`src/rtl/multi_clk_divider.sv`:
```
// Multi-channel programmable clock divider / tick generator.
// Each channel counts 0..period-1 and emits a registered square wave that is
// high for the first `high` counts, plus a one-cycle tick on the last count.
// Period/high are reprogrammed through a single-entry valid/ready slot and
// take effect only at a period boundary, on a disabled channel, or on sync.
module multi_clk_divider #(
    parameter int NUM_CH       = 4,
    parameter int CNT_W        = 27,
    parameter int CH_W         = 2,
    parameter int RESET_PERIOD = 100_000,
    parameter int RESET_HIGH   = 50_000
) (
    input  logic              CLK100MHZ,
    input  logic              CPU_RESETN,
    input  logic [NUM_CH-1:0] en,
    input  logic              sync,
    input  logic              cfg_valid,
    output logic              cfg_ready,
    input  logic [CH_W-1:0]   cfg_ch,
    input  logic [CNT_W-1:0]  cfg_period,
    input  logic [CNT_W-1:0]  cfg_high,
    output logic              cfg_err,
    output logic [NUM_CH-1:0] clk_out,
    output logic [NUM_CH-1:0] tick
);

    // Per-channel divider state.
    logic [CNT_W-1:0] ctr      [NUM_CH];
    logic [CNT_W-1:0] period   [NUM_CH];
    logic [CNT_W-1:0] high     [NUM_CH];

    // High time used for this edge's output: the pending value when it lands now.
    logic [CNT_W-1:0] high_eff [NUM_CH];

    // Single pending configuration slot.
    logic             pend_vld;
    logic [CH_W-1:0]  pend_ch;
    logic [CNT_W-1:0] pend_period;
    logic [CNT_W-1:0] pend_high;

    logic [NUM_CH-1:0] wrap;
    logic [NUM_CH-1:0] apply;
    logic              apply_any;
    logic              cfg_fire;
    logic              cfg_ok;

    // A request is usable only if it targets an existing channel and the
    // waveform has at least one high and one low cycle.
    function automatic logic cfg_is_valid(
        input logic [CH_W-1:0]  ch,
        input logic [CNT_W-1:0] p,
        input logic [CNT_W-1:0] h
    );
        logic ch_ok;
        ch_ok = (32'(ch) < NUM_CH);
        return ch_ok && (p >= CNT_W'(2)) && (h != '0) && (h < p);
    endfunction

    // Boundary detection and pending-apply decision for every channel.
    always_comb begin
        wrap      = '0;
        apply     = '0;
        apply_any = 1'b0;
        for (int i = 0; i < NUM_CH; i++) begin
            high_eff[i] = high[i];
            wrap[i]     = (ctr[i] == period[i] - CNT_W'(1));
            apply[i]    = pend_vld && (pend_ch == CH_W'(i)) &&
                          (sync || !en[i] || wrap[i]);
            if (apply[i]) begin
                high_eff[i] = pend_high;
            end
        end
        apply_any = |apply;
        cfg_fire  = cfg_valid && cfg_ready;
        cfg_ok    = cfg_is_valid(cfg_ch, cfg_period, cfg_high);
    end

    // Counters and registered outputs: sync beats disable beats run.
    always_ff @(posedge CLK100MHZ or negedge CPU_RESETN) begin
        if (!CPU_RESETN) begin
            for (int i = 0; i < NUM_CH; i++) begin
                ctr[i]    <= '0;
                period[i] <= CNT_W'(RESET_PERIOD);
                high[i]   <= CNT_W'(RESET_HIGH);
            end
            clk_out <= '0;
            tick    <= '0;
        end else begin
            for (int i = 0; i < NUM_CH; i++) begin
                if (apply[i]) begin
                    period[i] <= pend_period;
                    high[i]   <= pend_high;
                end
                if (sync) begin
                    ctr[i]     <= '0;
                    tick[i]    <= 1'b0;
                    clk_out[i] <= en[i] && (high_eff[i] != '0);
                end else if (!en[i]) begin
                    ctr[i]     <= '0;
                    tick[i]    <= 1'b0;
                    clk_out[i] <= 1'b0;
                end else begin
                    // A run-time apply only happens on wrap, so ctr returns to 0 either way.
                    ctr[i]     <= wrap[i] ? '0 : ctr[i] + CNT_W'(1);
                    clk_out[i] <= (ctr[i] < high_eff[i]);
                    tick[i]    <= wrap[i];
                end
            end
        end
    end

    // Config handshake, pending slot and sticky error flag.
    always_ff @(posedge CLK100MHZ or negedge CPU_RESETN) begin
        if (!CPU_RESETN) begin
            pend_vld    <= 1'b0;
            pend_ch     <= '0;
            pend_period <= '0;
            pend_high   <= '0;
            cfg_ready   <= 1'b1;
            cfg_err     <= 1'b0;
        end else if (cfg_fire) begin
            if (cfg_ok) begin
                pend_vld    <= 1'b1;
                pend_ch     <= cfg_ch;
                pend_period <= cfg_period;
                pend_high   <= cfg_high;
                cfg_ready   <= 1'b0;
            end else begin
                cfg_err <= 1'b1;
            end
        end else if (apply_any) begin
            pend_vld  <= 1'b0;
            cfg_ready <= 1'b1;
        end
    end

endmodule

```
`config.mk`:
```
export PLATFORM = sky130hd
export DESIGN_NAME = multi_clk_divider
export DESIGN_NICKNAME = d
export VERILOG_FILES = /design/src/rtl/multi_clk_divider.sv
export SDC_FILE = /design/constraint.sdc
export NUM_CORES = 1
export LEC_CHECK = 0
export ABC_AREA = 1
export CAP_MARGIN = 30
export CORE_ASPECT_RATIO = 0.8
export CORE_MARGIN = 4
export CORE_UTILIZATION = 57
export DETAILED_ROUTE_END_ITERATION = 16
export PLACE_DENSITY = 0.78
export SLEW_MARGIN = 20
export SYNTH_ARGS = -nofsm -noshare
export SYNTH_HDL_FRONTEND = slang
export SYNTH_SLANG_ARGS = --single-unit
```
`constraint.sdc`:
```
create_clock -name CLK100MHZ -period 3.55 [get_ports CLK100MHZ]
set_clock_uncertainty 0.1 [all_clocks]
set_input_delay 0.355 -clock CLK100MHZ [delete_from_list [all_inputs] [get_ports CLK100MHZ]]
set_output_delay 0.355 -clock CLK100MHZ [all_outputs]
set_load 0.05 [all_outputs]
```
; ---- After elaboration in Yosys (flattened, before gate mapping)
; Cells that the tools add are included.
; W data, S select, Z words.
[op_classes]
n_addsub = 8
n_lt_le_gt_ge = 6
n_eq_ne = 8
mux = 38
bitwise_logic = 1
reduce_logical = 38
[op_table]
columns = operator, count
row1 = $mux W27, 16
row2 = $lt A27 B27 Y1, 5
row3 = $reduce_bool A27 Y1, 5
row4 = $add A27 B1 Y27 const B, 4
row5 = $eq A27 B27 Y1, 4
row6 = $sub A27 B1 Y27 const B, 4
row7 = $ge A27 B2 Y1 const B, 1
row8 = $mux W1, 22
row9 = $logic_and A1 B1 Y1, 15
row10 = $logic_or A1 B1 Y1, 8
row11 = $reduce_and A2 Y1, 3
row12 = $eq A2 B2 Y1 const B, 2
row13 = $logic_not A1 Y1, 4
row14 = $reduce_or A4 Y1, 1
row15 = $eq A2 B1 Y1 const B, 1
row16 = $logic_not A2 Y1, 1
row17 = $ne A2 B1 Y1 const B, 1
row18 = $reduce_bool A2 Y1, 1
row19 = $not A1 Y1, 1
[totals]
ff_bits = 391
in_bits = 64
out_inout_bits = 10
word_cells = 119

; ---- Logic depth before layout (Yosys ltp)
[depth]
word_depth = 8
depth_mapped = 29
depth_no_buf = 28

; ---- Worst setup path after synthesis
; Ideal clock, no wire load.
[synth_path]
path_kind = flip-flop to flip-flop
from = register period[0] in the netlist's numbering
to = register clk_out[3]
setup_time_ns = 0.065
arrival_ns = 3.250
t_required_ns = 3.385
slack_ns = 0.135
stages_incl_launch_ff = 27
period_less_slack_ns = 3.415
cell_sequence = dfrtp_1 > inv_1 > ha_1 > nand2_2 > nor2_8 > nand2_2 > nor2_1 > xor2_1 > inv_2 > nor2_1 > nand3_2 > nand2_2 > buf_6 > buf_4 > nand3_1 > nand2_1 > inv_1 > ha_1 > nand2_1 > inv_1 > nand3_1 > a31oi_1 > a2111oi_0 > nand2_1 > nand2_1 > nand2_1 > nand2_1
[synth_lines]
columns = element, line_no
row1 = "start, declared", 29  ; logic [CNT_W-1:0] period [NUM_CH];
row2 = "start signal, assigned by index", 83  ; period[i] <= CNT_W'(RESET_PERIOD);
row3 = "start signal, assigned by index", 91  ; period[i] <= pend_period;
row4 = "end signal, assigned by index", 97  ; clk_out[i] <= en[i] && (high_eff[i] != '0);
row5 = "end signal, assigned by index", 105  ; clk_out[i] <= (ctr[i] < high_eff[i]);
row6 = "end, declared", 23  ; output logic [NUM_CH-1:0] clk_out,

; ---- Worst setup path after layout
[layout_path]
from = register period[1] in the netlist's numbering
to = register clk_out[3]
[layout_between]
elab_chain_len = 8
[layout_rtl]
columns = element, line_no
row1 = $sub A27 B1 Y27 *, 66  ; wrap[i] = (ctr[i] == period[i] - CNT_W'(1));
row2 = $eq A27 B27 Y1 *, 66
row3 = $logic_or A1 B1 Y1 *, 68  ; (sync || !en[i] || wrap[i]);
row4 = $logic_and A1 B1 Y1 *, 67  ; apply[i] = pend_vld && (pend_ch == CH_W'(i)) &&
row5 = $mux W27 *, -
row6 = $lt A27 B27 Y1 / $reduce_bool A27 Y1 (equally long branches), "105, 97"
row7 = $mux W1 / $logic_and A1 B1 Y1 (equally long branches), "98, 97"
row8 = $mux W1 *, 94  ; if (sync) begin
; Mark *: on every way between the ends. The rest lies on a longest branch, timed or not.
; A chain may end at the register's enable or synchronous reset.

==> qor.txt <==
Outcome: complete, but fails checks
Failing checks: negative setup slack
Iter 0 DRT Violations: 2805
Initial Utilization: 58.4%
Synthesized Nets: 3661
Final period utilization: 107%
Share of layout cells above drive strength 1: 21.6%
Clk sinks: 391
Post-Syn Instances: 3459
Largest net degree at the start of global routing: 100
Min Tclk post-route: 3810 ps
Pwr Density: 289 mW/mm^2
Rows: 68
Post-DP Area: 0.0291 mm^2
Mapped cell area: 0.0255 mm^2
Via count: 25.3k
Leading area contributor after synthesis: dfrtp_1
Drt first pass iters: 6
Worst hold stages: 3
Seq/Total Area, Yosys: 38.7%
Max incr delay on CP: 410 ps
Post-synth top area share: 33.6%
Post-synth EDFFs: 0
Setup crit end kind: flop
Dominant cells by area after synthesis: dfrtp_1 (34%), nand2_1 (13%), inv_1 (7.3%)
Core area: 0.0436 mm^2
Setup violations, final: 4
DR WL/cell: 18.9 um
Clock Latency Late Sink: 560 ps
Final ANT Viol Nets: 0
Max IR drop VDD: 0.373 mV
Growth of design area from synthesis to finish: 28.3%
Most frequent cells in the layout: nand2_1 (853), inv_1 (475), buf_4 (377)
Max-slew violations: 0
Residual DRC: 0
Worst path top cell family by delay: simple AND/OR/NAND/NOR gates
Maximum root-to-sink buffer count: 3
Critical Path RT: 3910 ps
Final #Nets: 4107
Final hold vios: 0
Yosys reg bits: 391
Die area: 0.0482 mm^2
Total grt overflow: 0
RSZ-0062 raised after global routing: yes
Crit path DAT: 4170 ps
Cell count after placement: 4361
R2R setup slack: -260 ps
Worst-path fanout max: 8
Hold_sp: cfg_period[14]
Gpl congestion: 0.990
Leakage: 16.3 nW
Vias in the first global route: 24.0k
Root buf cell: clkbuf_16
RR Startpoint: period[1]$_DFFE_PN0P_
Final Non-Filler Cells: 4533
Final WS setup: -259 ps
Ys async rst share: 100%
Initial antenna violation count: 3
Die height: 197 um
Total GRT Usage: 34.4%
Routed wire length: 85800 um
Critical path class: reg -> reg
IO Port Bufs: 73
Worst path bufs/invs: 6
Slew @ Worst Pin: 847 ps
Predominant post-synthesis flop cell: dfrtp_1
Slew margin rel.: 43.5%
CTS Buf Count: 40
Syn avg cell area: 7.36 um^2
Detail Placement HPWL: 60200 um
CTS clk-pin slew, worst paths: 70 ps
# IOs: 74
Most used cell, CP: nand2_1
CTS tree: yes
Synth warn: 0
Max stage delay cell, worst path: dfrtp_1
Design area: 0.0327 mm^2
Worst Hold Class: in -> reg
First-pass GRT wire length: 130000 um
Die width: 244 um
Terminus of the critical flop-to-flop path: clk_out[3]$_DFF_PN0_
Vias per inst: 5.59
Commonest non-fill, non-tap cell in the layout: nand2_1
Max-cap viol count: 0
R2R cell count: 27
Post-synth cell types: 53
H-tree levels: 2
Max Fclk: 263 MHz
Worst Setup Start Kind: flop
Hold Path Sink: pend_period[14]$_DFFE_PN0P_
-- what timing repair did --
item	CTS	global route
resized for setup	134	168
cloned	5	1
hold buffers	1	0
endpoints found under the setup margin	4	7
buffers inserted	67	31
pin swaps	71	93
hold endpoints to repair	85	0
-- where the power goes --
part	leakage (nW)	switching, mW	total, mW	internal [mW]
clock	0.685	1.89	4.56	2.67
sequential	4.76	0.00870	4.47	4.47
combinational	10.9	0.273	0.429	0.156
-- kinds of logic (layout without fill, tap and decap cells) --
group	Yosys count	after routing	synth area share [%]
compound gates	334	334	7.19
xor+xnor	190	190	6.53
fa+ha+maj	138	138	6.78
buf+inv	604	1081	9.61
flops	391	391	38.7
other cells	0	1	0
simple gates	1802	1803	31.2
-- cell type report --
type                    count  area [um^2]
clock buffers              57         1170
well taps                 595          744
inverters                 506         1900
multi-input cells        2465        14400
flip-flops and latches    391         9860
diodes                      1         2.50
fillers                  3069        11000
repair buffers            501         4370
clock inverters            17          230
-- worst max path at each step --
| stage | startpoint | to | cells past startpoint |
|---|---|---|---|
| 6_report | period[1]$_DFFE_PN0P_ | clk_out[3]$_DFF_PN0_ | 27 |
| 5_1_grt | period[1]$_DFFE_PN0P_ | clk_out[3]$_DFF_PN0_ | 27 |
| 4_1_cts | period[85]$_DFFE_PN0P_ | clk_out[0]$_DFF_PN0_ | 23 |
| 3_5_place_dp | period[1]$_DFFE_PN0P_ | clk_out[3]$_DFF_PN0_ | 25 |
| 3_3_place_gp | period[82]$_DFFE_PN0P_ | clk_out[0]$_DFF_PN0_ | 23 |
| 2_1_floorplan | period[0]$_DFFE_PN0P_ | clk_out[3]$_DFF_PN0_ | 26 |
-- routing by layer --
layer | up-vias | global-route usage (%) | wire length (um)
met5 | - | 0 | 27
li1 | 11925 | - | -
met4 | 4 | 15.8 | 4880
met1 | 11938 | 47.6 | 35100
met2 | 1180 | 52.3 | 36900
met3 | 277 | 7.12 | 8880
-- through the flow --
step / hold slack (ps) / setup TNS [ps] / utilization, % / setup WS (ps) / power, mW
after detailed placement: 364 / -839 / 66.7 / -270 / 4.97
final: 310 / -659 / 74.9 / -259 / 9.46
after CTS: 298 / -193 / 72.8 / -58.2 / 9.47
after global placement: 358 / -369 / 66.7 / -198 / 4.96
after global routing: 323 / -1500 / 74.9 / -423 / 9.70
after floorplan: -40.6 / 0 / - / 135 / 4.69
-- flip-flops by register name, indices dropped and copies added, names as in the netlist, 2 cells and up --
name	count
high	108
clk_out	4
pend_ch	2
pend_period	27
tick	4
period	108
pend_high	27
ctr	108
-- cells in the mapped netlist, drive strengths merged (8+ instances only) --
cell type and number:
buf 53, nand3b 23, nor2 435, dfstp 49, xnor2 85, o21a 8
inv 505, nor3 47, o21ai 208, a21oi 75, xor2 105, nand3 223
a211oi 12, ha 138, nor3b 13, nand2 929, dfrtp 342, clkbuf 45
nand4 94, nor4 25
-- worst reg2reg max path: cells and delay by family, from the launching register on --
family                   cells  cell delay [ps]
flip-flops                   1              410
buffers and inverters        6              750
adder cells (fa/ha/maj)      1              270
AND/OR/NAND/NOR             20             2160
Power figures use the tool's default switching activity.
